## config.mk

```make
export PLATFORM = sky130hd
export DESIGN_NAME = pattern_bit_serializer
export DESIGN_NICKNAME = d
export VERILOG_FILES = /design/src/rtl/pattern_pkg.sv /design/src/rtl/pattern_shift_reg.sv /design/src/rtl/pattern_bit_serializer.sv
export SDC_FILE = /design/constraint.sdc
export NUM_CORES = 1
export LEC_CHECK = 0
export BUFFER_PORTS_ARGS = -buffer_cell sky130_fd_sc_hd__buf_2
export CELL_PAD_IN_SITES_DETAIL_PLACEMENT = 1
export CELL_PAD_IN_SITES_GLOBAL_PLACEMENT = 1
export CORE_MARGIN = 5
export CORE_UTILIZATION = 35
export DETAILED_ROUTE_END_ITERATION = 10
export GPL_TIMING_DRIVEN = 0
export PLACE_DENSITY_LB_ADDON = 0.1
export SETUP_SLACK_MARGIN = 0.2
export SYNTH_ARGS = -nofsm -noshare
export SYNTH_HDL_FRONTEND = slang
export SYNTH_SLANG_ARGS = --single-unit
```

## constraint.sdc

```tcl
create_clock -name clk -period 3 [get_ports clk]
set_input_delay 0.75 -clock clk [delete_from_list [all_inputs] [get_ports clk]]
set_output_delay 0.75 -clock clk [all_outputs]
set_load 0.01 [all_outputs]
```

## src/rtl/pattern_pkg.sv

```systemverilog
// Shared types and constants for the pattern serializer / detector pair.
package pattern_pkg;

  // Serializer FSM states; the detector keeps its own typedef alongside this one.
  typedef enum logic [1:0] {
    StIdle   = 2'd0,
    StShift  = 2'd1,
    StParity = 2'd2,
    StGap    = 2'd3
  } ser_state_t;

  // Serial line level between words; keeps the detector out of its match state.
  localparam logic PAT_IDLE_LVL = 1'b1;

endpackage

```

## src/rtl/pattern_shift_reg.sv

```systemverilog
// Loadable WIDTH-bit shift register with selectable shift direction.
// sout is the head bit of the register's next contents, so a flop fed from it
// shows the bit in the same cycle the register holds it.
module pattern_shift_reg #(
  parameter int unsigned WIDTH     = 8,
  parameter bit          MSB_FIRST = 1'b1
) (
  input  logic             clk,
  input  logic             reset,
  input  logic             load,
  input  logic             shift,
  input  logic [WIDTH-1:0] din,
  output logic             sout
);

  logic [WIDTH-1:0] sr_q, sr_d;

  // Next contents: load wins over shift. Rotating rather than shifting leaves
  // the word intact after a full pass.
  always_comb begin
    sr_d = sr_q;
    if (load) begin
      sr_d = din;
    end else if (shift) begin
      sr_d = MSB_FIRST ? {sr_q[WIDTH-2:0], sr_q[WIDTH-1]} : {sr_q[0], sr_q[WIDTH-1:1]};
    end
  end

  // Register with synchronous clear.
  always_ff @(posedge clk) begin
    if (reset) begin
      sr_q <= '0;
    end else begin
      sr_q <= sr_d;
    end
  end

  assign sout = MSB_FIRST ? sr_d[WIDTH-1] : sr_d[0];

endmodule

```

## src/rtl/pattern_bit_serializer.sv

```systemverilog
// Parallel-to-serial feeder for the Moore pattern detector. Words arrive on a
// valid/ready handshake and leave one bit per clock on 'a'; the line idles high.
// Optional feature: define PATTERN_SER_PARITY_EN to append an even-parity bit.
module pattern_bit_serializer
  import pattern_pkg::*;
#(
  parameter int unsigned WIDTH      = 8,
  parameter int unsigned MSB_FIRST  = 1,
  parameter int unsigned GAP_CYCLES = 0
) (
  input  logic             clk,
  input  logic             reset,
  input  logic [WIDTH-1:0] din,
  input  logic             din_valid,
  output logic             din_ready,
  output logic             a,
  output logic             a_valid,
  output logic             busy
);

  // One counter serves both the data bits and the gap.
  localparam int unsigned CntMax = (WIDTH > GAP_CYCLES + 1) ? WIDTH : GAP_CYCLES + 1;
  localparam int unsigned CntW   = $clog2(CntMax);
  localparam logic [CntW-1:0] ShiftLoad = CntW'(WIDTH - 1);
  localparam logic [CntW-1:0] GapLoad   = (GAP_CYCLES > 0) ? CntW'(GAP_CYCLES - 1) : '0;

  ser_state_t      state_q, state_d;
  logic [CntW-1:0] cnt_q, cnt_d;
  logic            a_q, a_d;
  logic            a_valid_q, a_valid_d;
  logic            sr_load, sr_shift, sr_sout;
`ifdef PATTERN_SER_PARITY_EN
  logic            par_q, par_d;
`endif

  pattern_shift_reg #(
    .WIDTH    (WIDTH),
    .MSB_FIRST(MSB_FIRST != 0)
  ) u_shift_reg (
    .clk  (clk),
    .reset(reset),
    .load (sr_load),
    .shift(sr_shift),
    .din  (din),
    .sout (sr_sout)
  );

  // Next-state, counter and registered-output decode.
  always_comb begin
    state_d   = state_q;
    cnt_d     = cnt_q;
    a_d       = PAT_IDLE_LVL;
    a_valid_d = 1'b0;
    sr_load   = 1'b0;
    sr_shift  = 1'b0;
`ifdef PATTERN_SER_PARITY_EN
    par_d     = par_q;
`endif
    unique case (state_q)
      StIdle: begin
        if (din_valid) begin
          state_d   = StShift;
          cnt_d     = ShiftLoad;
          sr_load   = 1'b1;
          a_d       = sr_sout;
          a_valid_d = 1'b1;
`ifdef PATTERN_SER_PARITY_EN
          par_d     = ^din;
`endif
        end
      end
      StShift: begin
        if (cnt_q != '0) begin
          cnt_d     = cnt_q - CntW'(1);
          sr_shift  = 1'b1;
          a_d       = sr_sout;
          a_valid_d = 1'b1;
        end else begin
`ifdef PATTERN_SER_PARITY_EN
          state_d   = StParity;
          a_d       = par_q;
          a_valid_d = 1'b1;
`else
          if (GAP_CYCLES > 0) begin
            state_d = StGap;
            cnt_d   = GapLoad;
          end else begin
            state_d = StIdle;
          end
`endif
        end
      end
      StParity: begin
`ifdef PATTERN_SER_PARITY_EN
        if (GAP_CYCLES > 0) begin
          state_d = StGap;
          cnt_d   = GapLoad;
        end else begin
          state_d = StIdle;
        end
`else
        state_d = StIdle;
`endif
      end
      StGap: begin
        if (cnt_q == '0) begin
          state_d = StIdle;
        end else begin
          cnt_d = cnt_q - CntW'(1);
        end
      end
      default: state_d = StIdle;
    endcase
  end

  // State, counter and output registers with synchronous reset.
  always_ff @(posedge clk) begin
    if (reset) begin
      state_q   <= StIdle;
      cnt_q     <= '0;
      a_q       <= PAT_IDLE_LVL;
      a_valid_q <= 1'b0;
`ifdef PATTERN_SER_PARITY_EN
      par_q     <= 1'b0;
`endif
    end else begin
      state_q   <= state_d;
      cnt_q     <= cnt_d;
      a_q       <= a_d;
      a_valid_q <= a_valid_d;
`ifdef PATTERN_SER_PARITY_EN
      par_q     <= par_d;
`endif
    end
  end

  assign din_ready = (state_q == StIdle);
  assign busy      = (state_q != StIdle);
  assign a         = a_q;
  assign a_valid   = a_valid_q;

endmodule

```

# Yosys cells after proc, flatten, opt, wreduce, memory -nomap -nowiden

Cells that the tools add are included.

Word-level logic and storage cells: 41
Register bits after elaboration: 15
Output and inout port bits: 4

Eq/ne operators: 8
$add $sub $neg: 1
Reductions and logical operators: 8
Muxes and demuxes: 18

Operator list:

| kind                                                 | number |
|---|---|
| two-way mux 8 bit                                    | 2 |
| inequality test 2 bit (second input constant)        | 5 |
| two-way mux 3 bit                                    | 3 |
| one-hot mux 3 bit (3 select lines)                   | 1 |
| one-hot mux 2 bit (4 select lines)                   | 1 |
| two-way mux 1 bit                                    | 6 |
| two-way mux 2 bit                                    | 3 |
| nonzero test 3 bit                                   | 2 |
| equality test 2 bit (second input constant)          | 2 |
| one-hot mux 1 bit (2 select lines)                   | 2 |
| AND reduction 4 bit                                  | 1 |
| nonzero test 2 bit                                   | 2 |
| zero test 3 bit                                      | 1 |
| AND reduction 3 bit                                  | 1 |
| subtractor 3 x 1 -> 3 bit (second input constant)    | 1 |
| equality test 2 x 1 -> 1 bit (second input constant) | 1 |
| zero test 2 bit                                      | 1 |

# Logic depth before layout (Yosys ltp)

Gate-level depths: netlist (run 1).

Depth in word-level cells: 7
Gate-level depth with buffers: 6
Mapped depth without buffers: 5

# Hierarchy

Synthesis (run 1) repeated with hierarchy kept, for this count alone.

Cell total of the unflattened synthesis: 64
Area, all modules: 643.1 µm²

Modules (own cells, without submodules):

| module                 | times used | cells each | area an instance (µm²) |
|---|---|---|---|
| pattern_shift_reg      | 1          | 36         | 379.1 |
| pattern_bit_serializer | 1          | 28         | 264.0 |

# Least setup slack after synthesis (run 1)

No wires, ideal clock.

Kind: register to output
From: register state_q[0]
To: output din_ready
Path slack: 1520 ps
Path buffers: 1
Arrival: 730 ps
Cell stages (with the launch flop): 3
Data required time: 2250 ps
Cell sequence: dfxtp_1 -> inv_2 -> clkbuf_1

Cells in the longest elaborated chain, start to end: 1

Ends and longest elaborated chain:

| element                | line                          | source |
|---|---|---|
| start, declared        | pattern_bit_serializer.sv:27  | `ser_state_t state_q, state_d;` |
| start signal, assigned | pattern_bit_serializer.sv:119 | `state_q <= StIdle;` |
| start signal, assigned | pattern_bit_serializer.sv:127 | `state_q <= state_d;` |
| zero test 2 bit        | pattern_bit_serializer.sv:137 | `assign din_ready = (state_q == StIdle);` |
| end, declared          | pattern_bit_serializer.sv:15  | `output logic din_ready,` |

No other way between the ends.

# Final worst setup path (run 1)

Ends and elaborated chain as after synthesis.

==> flow_summary.json, run 1 <==
{
  "synth.most_common_cell": "dfxtp_1",
  "finClkSkew_ns": 0.00511,
  "yosys-top-cells-area": "dfxtp_1 43%, a32oi_1 9.4%, o211ai_1 8.1%, a21oi_1 5.4%, ha_1 3.8%",
  "min_path_type": "reg -> reg",
  "cts_sinks": 14,
  "nNetsFinal": 102,
  "period_needed_ns": 2.05,
  "synth_edf_count": 0,
  "clock_latency_ns": 0.28,
  "worstHoldStart": "u_shift_reg.sr_q[2]",
  "wire_per_inst_um": 14.3,
  "yosys.area.top_type_share": 0.430,
  "pin_count": 15,
  "seqCellArea_sq_um": 280,
  "cap_violations": 0,
  "synth-compound-area-share": 0.319,
  "hold_violations": 0,
  "seq_power_share": 0.470,
  "grt_pass1_wl_um": 2810,
  "cts_setup_buffers": 0,
  "period_share": 0.683,
  "ys_seq_area_frac": 0.430,
  "die_area_sq_um": 2830,
  "syn_to_final_growth_pct": 21.1,
  "grt_remaining_overflow": 0,
  "postCtsHoldBufs": 0,
  "drv_slew": 0,
  "synthXorXnorAreaFrac": 0,
  "cts_tree": "built",
  "switching_share": 0.294,
  "nFillCells": 228,
  "drc": 0,
  "r2r_cells": 6,
  "drive_gt1_frac": 0.261,
  "hold_depth": 2,
  "initial_core_util": 0.373,
  "row_count": 15,
  "grt_usage": 0.137,
  "reg2reg_to": "cnt_q[0]",
  "fmax_mhz": 488,
  "first_pass_iters": 3,
  "grt_pass1_vias": 648,
  "synth_fa_ha_area_frac": 0.0384,
  "peakVddDrop_v": 0.000211,
  "worstMarginPinSlew_ns": 0.502,
  "r2r_slack_ns": 1.44,
  "run_status": "complete, no violations",
  "wirelength_um": 1620,
  "utilization": 0.452,
  "portBuffers": 14,
  "gp_congestion": 0.706,
  "fin_tns_setup_ns": 0,
  "p_total_uw": 455,
  "syn_avg_cell_area_sq_um": 9.31,
  "htreeDepth": 1,
  "dp_hpwl_um": 1110,
  "cts_resized": 0,
  "syn_nets": 83,
  "fp.coreArea_sq_um": 1750,
  "p_leak_uw": 0.000303,
  "worstSetupStartpointType": "register",
  "synth-async-reset-ratio": 0,
  "synthDistinctLibCells": 25,
  "synthCells": 70,
  "yosysWarnings": 0,
  "synth.mux.area_fraction": 0.0230,
  "synthSimpleGateAreaFrac": 0.113,
  "crit_required_ns": 2.25,
  "crit_fanout": 10,
  "viasPerCell": 5.23,
  "antenna_cells": 0,
  "clk_pin_slew_ns": 0.09,
  "worstReg2RegStart": "cnt_q[1]",
  "rsz0062_at_grt": "false",
  "worstPathArrival_ns": 1.30,
  "synth_top_cell_by_area": "dfxtp_1",
  "holdPathEnd": "u_shift_reg.sr_q[2]",
  "pwr-share-comb": 0.228,
  "netlist_area_sq_um": 652,
  "grt_max_degree": 11,
  "synth_commonest_cells": "14 x dfxtp_1, 7 x a21oi_1, 7 x a32oi_1, 7 x o211ai_1, 4 x clkbuf_1",
  "ys_ff_latch": 14,
  "die_h_um": 53.2,
  "internal_power_uw": 321,
  "cts_buffers": 3,
  "power_per_cell_area_nw_per_um2": 577,
  "clockRootBuffer": "clkbuf_4",
  "ant_nets": 0,
  "grt_antenna_before_repair": 0,
  "synth_flop_cell": "dfxtp_1",
  "worstSetupEndpointType": "output port",
  "p_clk_frac": 0.301,
  "clock_path_buffers": 2,
  "synth_top_family_by_area": "compound AO/OA/AOI/OAI gates",
  "criticalPathCategory": "reg -> out",
  "vias": 591,
  "relSlewSlack": 0.665,
  "setup_viol": 0,
  "p_sw_uw": 134,
  "dr.first_iter.drc_count": 7,
  "fp.dieW_um": 53.2,
  "multi_input_area_sq_um": 322
}
[cell type report]
class                           count  share of cell area
Buffer                              7              0.0444
Clock buffer                        4              0.0460
Inverter                            4              0.0190
Multi-Input combinational cell     45               0.407
Sequential cell                    14               0.355
Tap cell                           25              0.0396
Timing Repair Buffer               14              0.0887
[critical path, cell delays in order (launching register included)]
cell and delay (ns):
dfxtp_1 0.37, inv_2 0.08, clkbuf_1 0.35, buf_2 0.22
[power by group through the flow]
| stage | registers [uW] | clock network, uW | logic, uW |
|---|---|---|---|
| floorplan | 218 | 0 | 71.9 |
| global placement | 218 | 0 | 103 |
| detailed placement | 218 | 0 | 105 |
| CTS | 214 | 140 | 106 |
| global route | 217 | 150 | 117 |
| finish | 214 | 137 | 104 |
[state kept, by name, summed over array words and instances, names as in the netlist]
register and cells:
a_valid 1, state_q 1, cnt_q 3, a 1, u_shift_reg.sr_q 8
[how the worst max path moves through the flow]
stage	startpoint	to	slack [ns]	cells after the start
after floorplan	state_q[0]	din_ready	1.52	2
after global placement	state_q[0]	din_ready	1.25	3
after detailed placement	state_q[0]	din_ready	1.24	3
after CTS	state_q[0]	din_ready	0.92	3
after global routing	state_q[0]	din_ready	0.85	3
final	state_q[0]	din_ready	0.95	3
[cell families (layout without fill, tap and decap cells)]
kind of cell	Yosys count	in the layout
flops	14	14
buf+inv	11	29
compound gates	30	30
mux	1	1
fa+ha+maj	2	2
simple gates	12	12
[placed cells by master (no fill, tap or decap)]
cell | Yosys | layout
clkbuf_4 | 0 | 3
or4b_1 | 1 | 1
mux2_4 | 1 | 1
nor2b_1 | 2 | 2
inv_1 | 3 | 3
buf_1 | 1 | 1
o21a_1 | 1 | 1
buf_2 | 1 | 15
o21ai_1 | 3 | 3
a21oi_1 | 7 | 7
a32oi_1 | 7 | 7
ha_1 | 2 | 2
clkbuf_8 | 0 | 1
nand3_1 | 1 | 1
inv_2 | 1 | 1
a31oi_1 | 3 | 3
a211oi_2 | 1 | 1
buf_6 | 1 | 1
nand2_1 | 1 | 1
dfxtp_1 | 14 | 14
nand4_1 | 1 | 1
clkbuf_1 | 4 | 4
o211ai_1 | 7 | 7
o21ai_0 | 1 | 1
nor3_1 | 1 | 1
nand2b_1 | 3 | 3
and2_1 | 2 | 2
[metal layers]
metal,part of all wire,track usage,vias up
li1,-,-,300
met1,0.49,0.167,280
met2,0.46,0.244,11
met3,0.049,0.0254,0
met4,0,0.0383,0
met5,0,0,-
[per-stage QoR]
stage | hold slack (ns) | std cells | instance area, sq um | setup WS (ns)
5_1_grt | 0.537 | 113 | 790 | 0.847
4_1_cts | 0.509 | 113 | 790 | 0.924
6_report | 0.512 | 113 | 790 | 0.951
2_1_floorplan | 0.464 | 70 | 652 | 1.52
3_5_place_dp | 0.490 | 109 | 753 | 1.24
3_3_place_gp | 0.480 | 109 | 753 | 1.25
No activity file was read; power rests on OpenSTA's default activity.
==> run 2, diff against run 1 <==
==> constraint.sdc (replaced) <==
create_clock -name clk -period 2.1 [get_ports clk]
set_input_delay 0.525 -clock clk [delete_from_list [all_inputs] [get_ports clk]]
set_output_delay 0.525 -clock clk [all_outputs]
set_load 0.01 [all_outputs]
==> flow_summary.json, run 2 (synthesis results as in run 1) <==
{
  "run_status": "complete, no violations",
  "initial_core_util": 0.373,
  "grt_remaining_overflow": 0,
  "gp_congestion": 0.706,
  "worstSetupEndpointType": "output port",
  "fin_tns_setup_ns": 0,
  "row_count": 15,
  "place_area_sq_um": 753,
  "wirelength_um": 1610,
  "htreeDepth": 1,
  "clock_latency_ns": 0.28,
  "crit_fanout": 10,
  "worstMarginPinSlew_ns": 0.511,
  "period_share": 0.795,
  "relSlewSlack": 0.659,
  "pin_count": 15,
  "fp.coreArea_sq_um": 1750,
  "grt_antenna_before_repair": 0,
  "fmax_mhz": 599,
  "p_leak_uw": 0.000306,
  "drc": 0,
  "slowest_stage": "dfxtp_1",
  "largest_reg_flops": 8,
  "viasPerCell": 5.27,
  "cts_resized": 0,
  "die_area_sq_um": 2830,
  "final_area_sq_um": 791,
  "top_register": "u_shift_reg.sr_q",
  "rsz0062_at_grt": "false",
  "ant_nets": 0,
  "crit_chain": "inv_2 > clkbuf_2 > buf_2",
  "criticalPathCategory": "reg -> out",
  "vias": 596,
  "max_stage_delay_ns": 0.44,
  "reg_top3": "u_shift_reg.sr_q x8, cnt_q x3",
  "worstSetupStartpointType": "register",
  "cts_tree": "built",
  "final_cell_mix": "15 x buf_2, 14 x dfxtp_1, 7 x a32oi_1, 7 x o211ai_1, 7 x a21oi_1",
  "die_h_um": 53.2,
  "period_needed_ns": 1.67,
  "cts_setup_buffers": 0,
  "grt_pass1_vias": 648,
  "clock_path_buffers": 2,
  "crit_required_ns": 1.57,
  "peakVddDrop_v": 0.000300,
  "seqCellArea_sq_um": 280,
  "syn_to_final_growth_pct": 21.3,
  "nNetsFinal": 102,
  "portBuffers": 14,
  "grt_max_degree": 11,
  "dp_hpwl_um": 1110,
  "wire_per_inst_um": 14.3,
  "cts_buffers": 3,
  "clockRootBuffer": "clkbuf_4",
  "postCtsHoldBufs": 0,
  "drive_gt1_frac": 0.273,
  "hold_violations": 0,
  "cts_sinks": 14,
  "cp_top_family": "flip-flops",
  "cp_num_buf_inv": 3,
  "clk_pin_slew_ns": 0.09,
  "grt_usage": 0.137,
  "grt_pass1_wl_um": 2810,
  "antenna_cells": 0,
  "worstPathArrival_ns": 1.14,
  "cap_violations": 0,
  "finClkSkew_ns": 0.00661,
  "first_pass_iters": 4,
  "multi_input_area_sq_um": 322,
  "drv_slew": 0,
  "fp.dieW_um": 53.2,
  "layout_commonest_cell": "buf_2",
  "nFillCells": 229,
  "utilization": 0.453,
  "power_per_cell_area_nw_per_um2": 823,
  "dr.first_iter.drc_count": 7,
  "setup_viol": 0,
  "min_path_type": "in -> reg"
}
## run 2: tightest hold or removal path, delay by kind of cell
| family | cells | cell delay (ns) |
|---|---|---|
| buffers and inverters | 1 | 0.09 |
| AND/OR/NAND/NOR | 2 | 0.11 |
## run 2: area by class of cell
cell class              count  share of cell area
multi-input cells          45               0.407
flip-flops and latches     14               0.354
repair buffers             14              0.0886
clock buffers               4              0.0459
plain buffers               7              0.0459
well taps                  25              0.0396
inverters                   4              0.0190
## run 2: per-layer routing
| metal | up-vias | global-route usage | part of all wire |
|---|---|---|---|
| met3 | 0 | 0.0254 | 0.049 |
| met1 | 285 | 0.167 | 0.49 |
| met4 | 0 | 0.0383 | 0 |
| met2 | 11 | 0.244 | 0.46 |
| met5 | - | 0 | 0 |
| li1 | 300 | - | - |
## run 2: power by group
group / internal [uW] / leakage [uW] / switching (uW) / total [uW]
combinational: 64.1 / 0.000169 / 84.5 / 149
clock: 105 / 0.0000210 / 90.9 / 196
sequential: 290 / 0.000116 / 15.6 / 306
## run 2: stage by stage
step / worst slack, ns / hold slack [ns] / power (uW) / std cells
finish: 0.431 / 0.477 / 651 / 113
global route: 0.339 / 0.488 / 692 / 113
CTS: 0.249 / 0.477 / 658 / 113
detailed placement: 0.547 / 0.490 / 462 / 109
global placement: 0.550 / 0.480 / 459 / 109
floorplan: 0.757 / 0.464 / 414 / 70
## run 2: final timing paths
check | from | endpoint | slack, ns | cells past startpoint
worst max-delay path | state_q[0] | din_ready | 0.43 | 3
worst min-delay path | din[7] | a | 0.48 | 3
worst max register to register | cnt_q[1] | cnt_q[0] | 0.55 | 6
worst min register to register | u_shift_reg.sr_q[1] | u_shift_reg.sr_q[1] | 0.51 | 2
==> run 3, diff against run 2 <==
--- a/config.mk
+++ b/config.mk
@@ -9,7 +9,7 @@
 export CELL_PAD_IN_SITES_DETAIL_PLACEMENT = 1
 export CELL_PAD_IN_SITES_GLOBAL_PLACEMENT = 1
 export CORE_MARGIN = 5
-export CORE_UTILIZATION = 35
+export CORE_UTILIZATION = 34
 export DETAILED_ROUTE_END_ITERATION = 10
 export GPL_TIMING_DRIVEN = 0
 export PLACE_DENSITY_LB_ADDON = 0.1
==> constraint.sdc (replaced) <==
create_clock -name clk -period 1.4 [get_ports clk]
set_input_delay 0.35 -clock clk [delete_from_list [all_inputs] [get_ports clk]]
set_output_delay 0.35 -clock clk [all_outputs]
set_load 0.01 [all_outputs]
==> flow_summary.json, run 3 (synthesis results as in run 1) <==
{
  "run_status": "complete, no violations",
  "clock_path_buffers": 2,
  "grt_antenna_before_repair": 0,
  "criticalPathCategory": "reg -> reg",
  "grt_max_degree": 11,
  "worstMarginPinSlew_ns": 0.530,
  "fin_tns_setup_ns": 0,
  "fp.dieW_um": 53.8,
  "period_share": 0.937,
  "worstHoldStart": "reset",
  "worstPathArrival_ns": 1.48,
  "top_register": "u_shift_reg.sr_q",
  "wirelength_um": 2100,
  "stdcell_count": 121,
  "row_count": 15,
  "rsz0062_at_grt": "true",
  "crit_required_ns": 1.56,
  "initial_core_util": 0.366,
  "p_leak_uw": 0.000404,
  "ant_nets": 0,
  "worstReg2RegStart": "cnt_q[0]",
  "dp_hpwl_um": 1160,
  "htreeDepth": 1,
  "drive_gt1_frac": 0.542,
  "clk_pin_slew_ns": 0.09,
  "largest_reg_flops": 8,
  "cts_sinks": 14,
  "die_area_sq_um": 2890,
  "placedCellCount": 109,
  "drc": 0,
  "grt_pass1_wl_um": 3190,
  "die_h_um": 53.8,
  "fin_ws_ns": 0.0888,
  "wire_per_inst_um": 17.3,
  "antenna_cells": 0,
  "final_cell_mix": "14 x buf_2, 11 x dfxtp_1, 7 x o211ai_1",
  "setup_viol": 0,
  "nFillCells": 208,
  "dp_slack_ns": 0.0149,
  "relSlewSlack": 0.647,
  "portBuffers": 14,
  "grt_remaining_overflow": 0,
  "cts_tree": "built",
  "dr.first_iter.drc_count": 3,
  "cap_violations": 0,
  "viasPerCell": 5.47,
  "fmax_mhz": 763,
  "reg_top3": "u_shift_reg.sr_q x8, cnt_q x3",
  "first_pass_iters": 4,
  "hold_violations": 0,
  "gp_congestion": 0.765,
  "whs_ns": 0.302,
  "crit_path_start": "cnt_q[0]",
  "worstSetupEndpointType": "register",
  "grt_usage": 0.158,
  "nNetsFinal": 110,
  "syn_to_final_growth_pct": 55.3,
  "layout_commonest_cell": "buf_2",
  "grt_pass1_vias": 667,
  "period_needed_ns": 1.31,
  "fp.coreArea_sq_um": 1780,
  "pin_count": 15,
  "postCtsHoldBufs": 0,
  "cts_buffers": 3,
  "power_per_cell_area_nw_per_um2": 1160,
  "worstSetupStartpointType": "register",
  "min_path_type": "in -> reg",
  "peakVddDrop_v": 0.000710,
  "clockRootBuffer": "clkbuf_4",
  "drv_slew": 0,
  "vias": 662,
  "crit_fanout": 4,
  "finClkSkew_ns": 0.00450,
  "clock_latency_ns": 0.29
}
==> run 3: per-stage QoR <==
| stage | utilization | instance area (sq um) | power [uW] |
|---|---|---|---|
| 6_report | 0.568 | 1010 | 1180 |
| 2_1_floorplan | - | 668 | 632 |
| 3_5_place_dp | 0.432 | 769 | 706 |
| 5_1_grt | 0.568 | 1010 | 1240 |
| 4_1_cts | 0.507 | 905 | 1080 |
| 3_3_place_gp | 0.432 | 769 | 699 |
==> run 3: final cells by class <==
class,count,area (sq um),area share
multi-input cells,45,397,0.392
repair buffers,22,184,0.182
inverters,4,17.5,0.0173
well taps,25,31.3,0.0309
flip-flops and latches,14,287,0.283
clock buffers,4,36.3,0.0358
plain buffers,7,60.1,0.0593
==> run 3: worst paths after layout <==
kind	slack (ns)	depth (start not counted)	to
worst max-delay path	0.09	7	u_shift_reg.sr_q[0]
worst min-delay path	0.30	3	a
worst max register to register	0.09	7	u_shift_reg.sr_q[0]
worst min register to register	0.50	2	u_shift_reg.sr_q[2]
==> run 3: metal layers <==
metal	up-vias	share of wire	GRT usage
met4	0	0.017	0.0383
met1	322	0.42	0.189
met3	4	0.051	0.0582
met2	19	0.51	0.264
li1	317	-	-
met5	-	0	0
==> run 3: critical path, stage by stage, from the launching register on <==
cell	delay, ns
dfxtp_2	0.34
inv_2	0.08
ha_4	0.16
nand2b_4	0.05
buf_6	0.13
clkbuf_16	0.14
a32oi_1	0.20
a21oi_1	0.08
==> run 3: repair_timing <==
action	4_1_cts	5_1_grt
endpoints found under the setup margin	16	15
pin swaps	2	11
buffers inserted	5	1
cloned	0	2
resized for setup	13	13
==> run 3: report_power, final <==
| group | internal (uW) | switching, uW | total, uW |
|---|---|---|---|
| combinational | 224 | 183 | 407 |
| sequential | 437 | 28.7 | 466 |
| clock | 159 | 144 | 302 |
| total | 820 | 355 | 1180 |
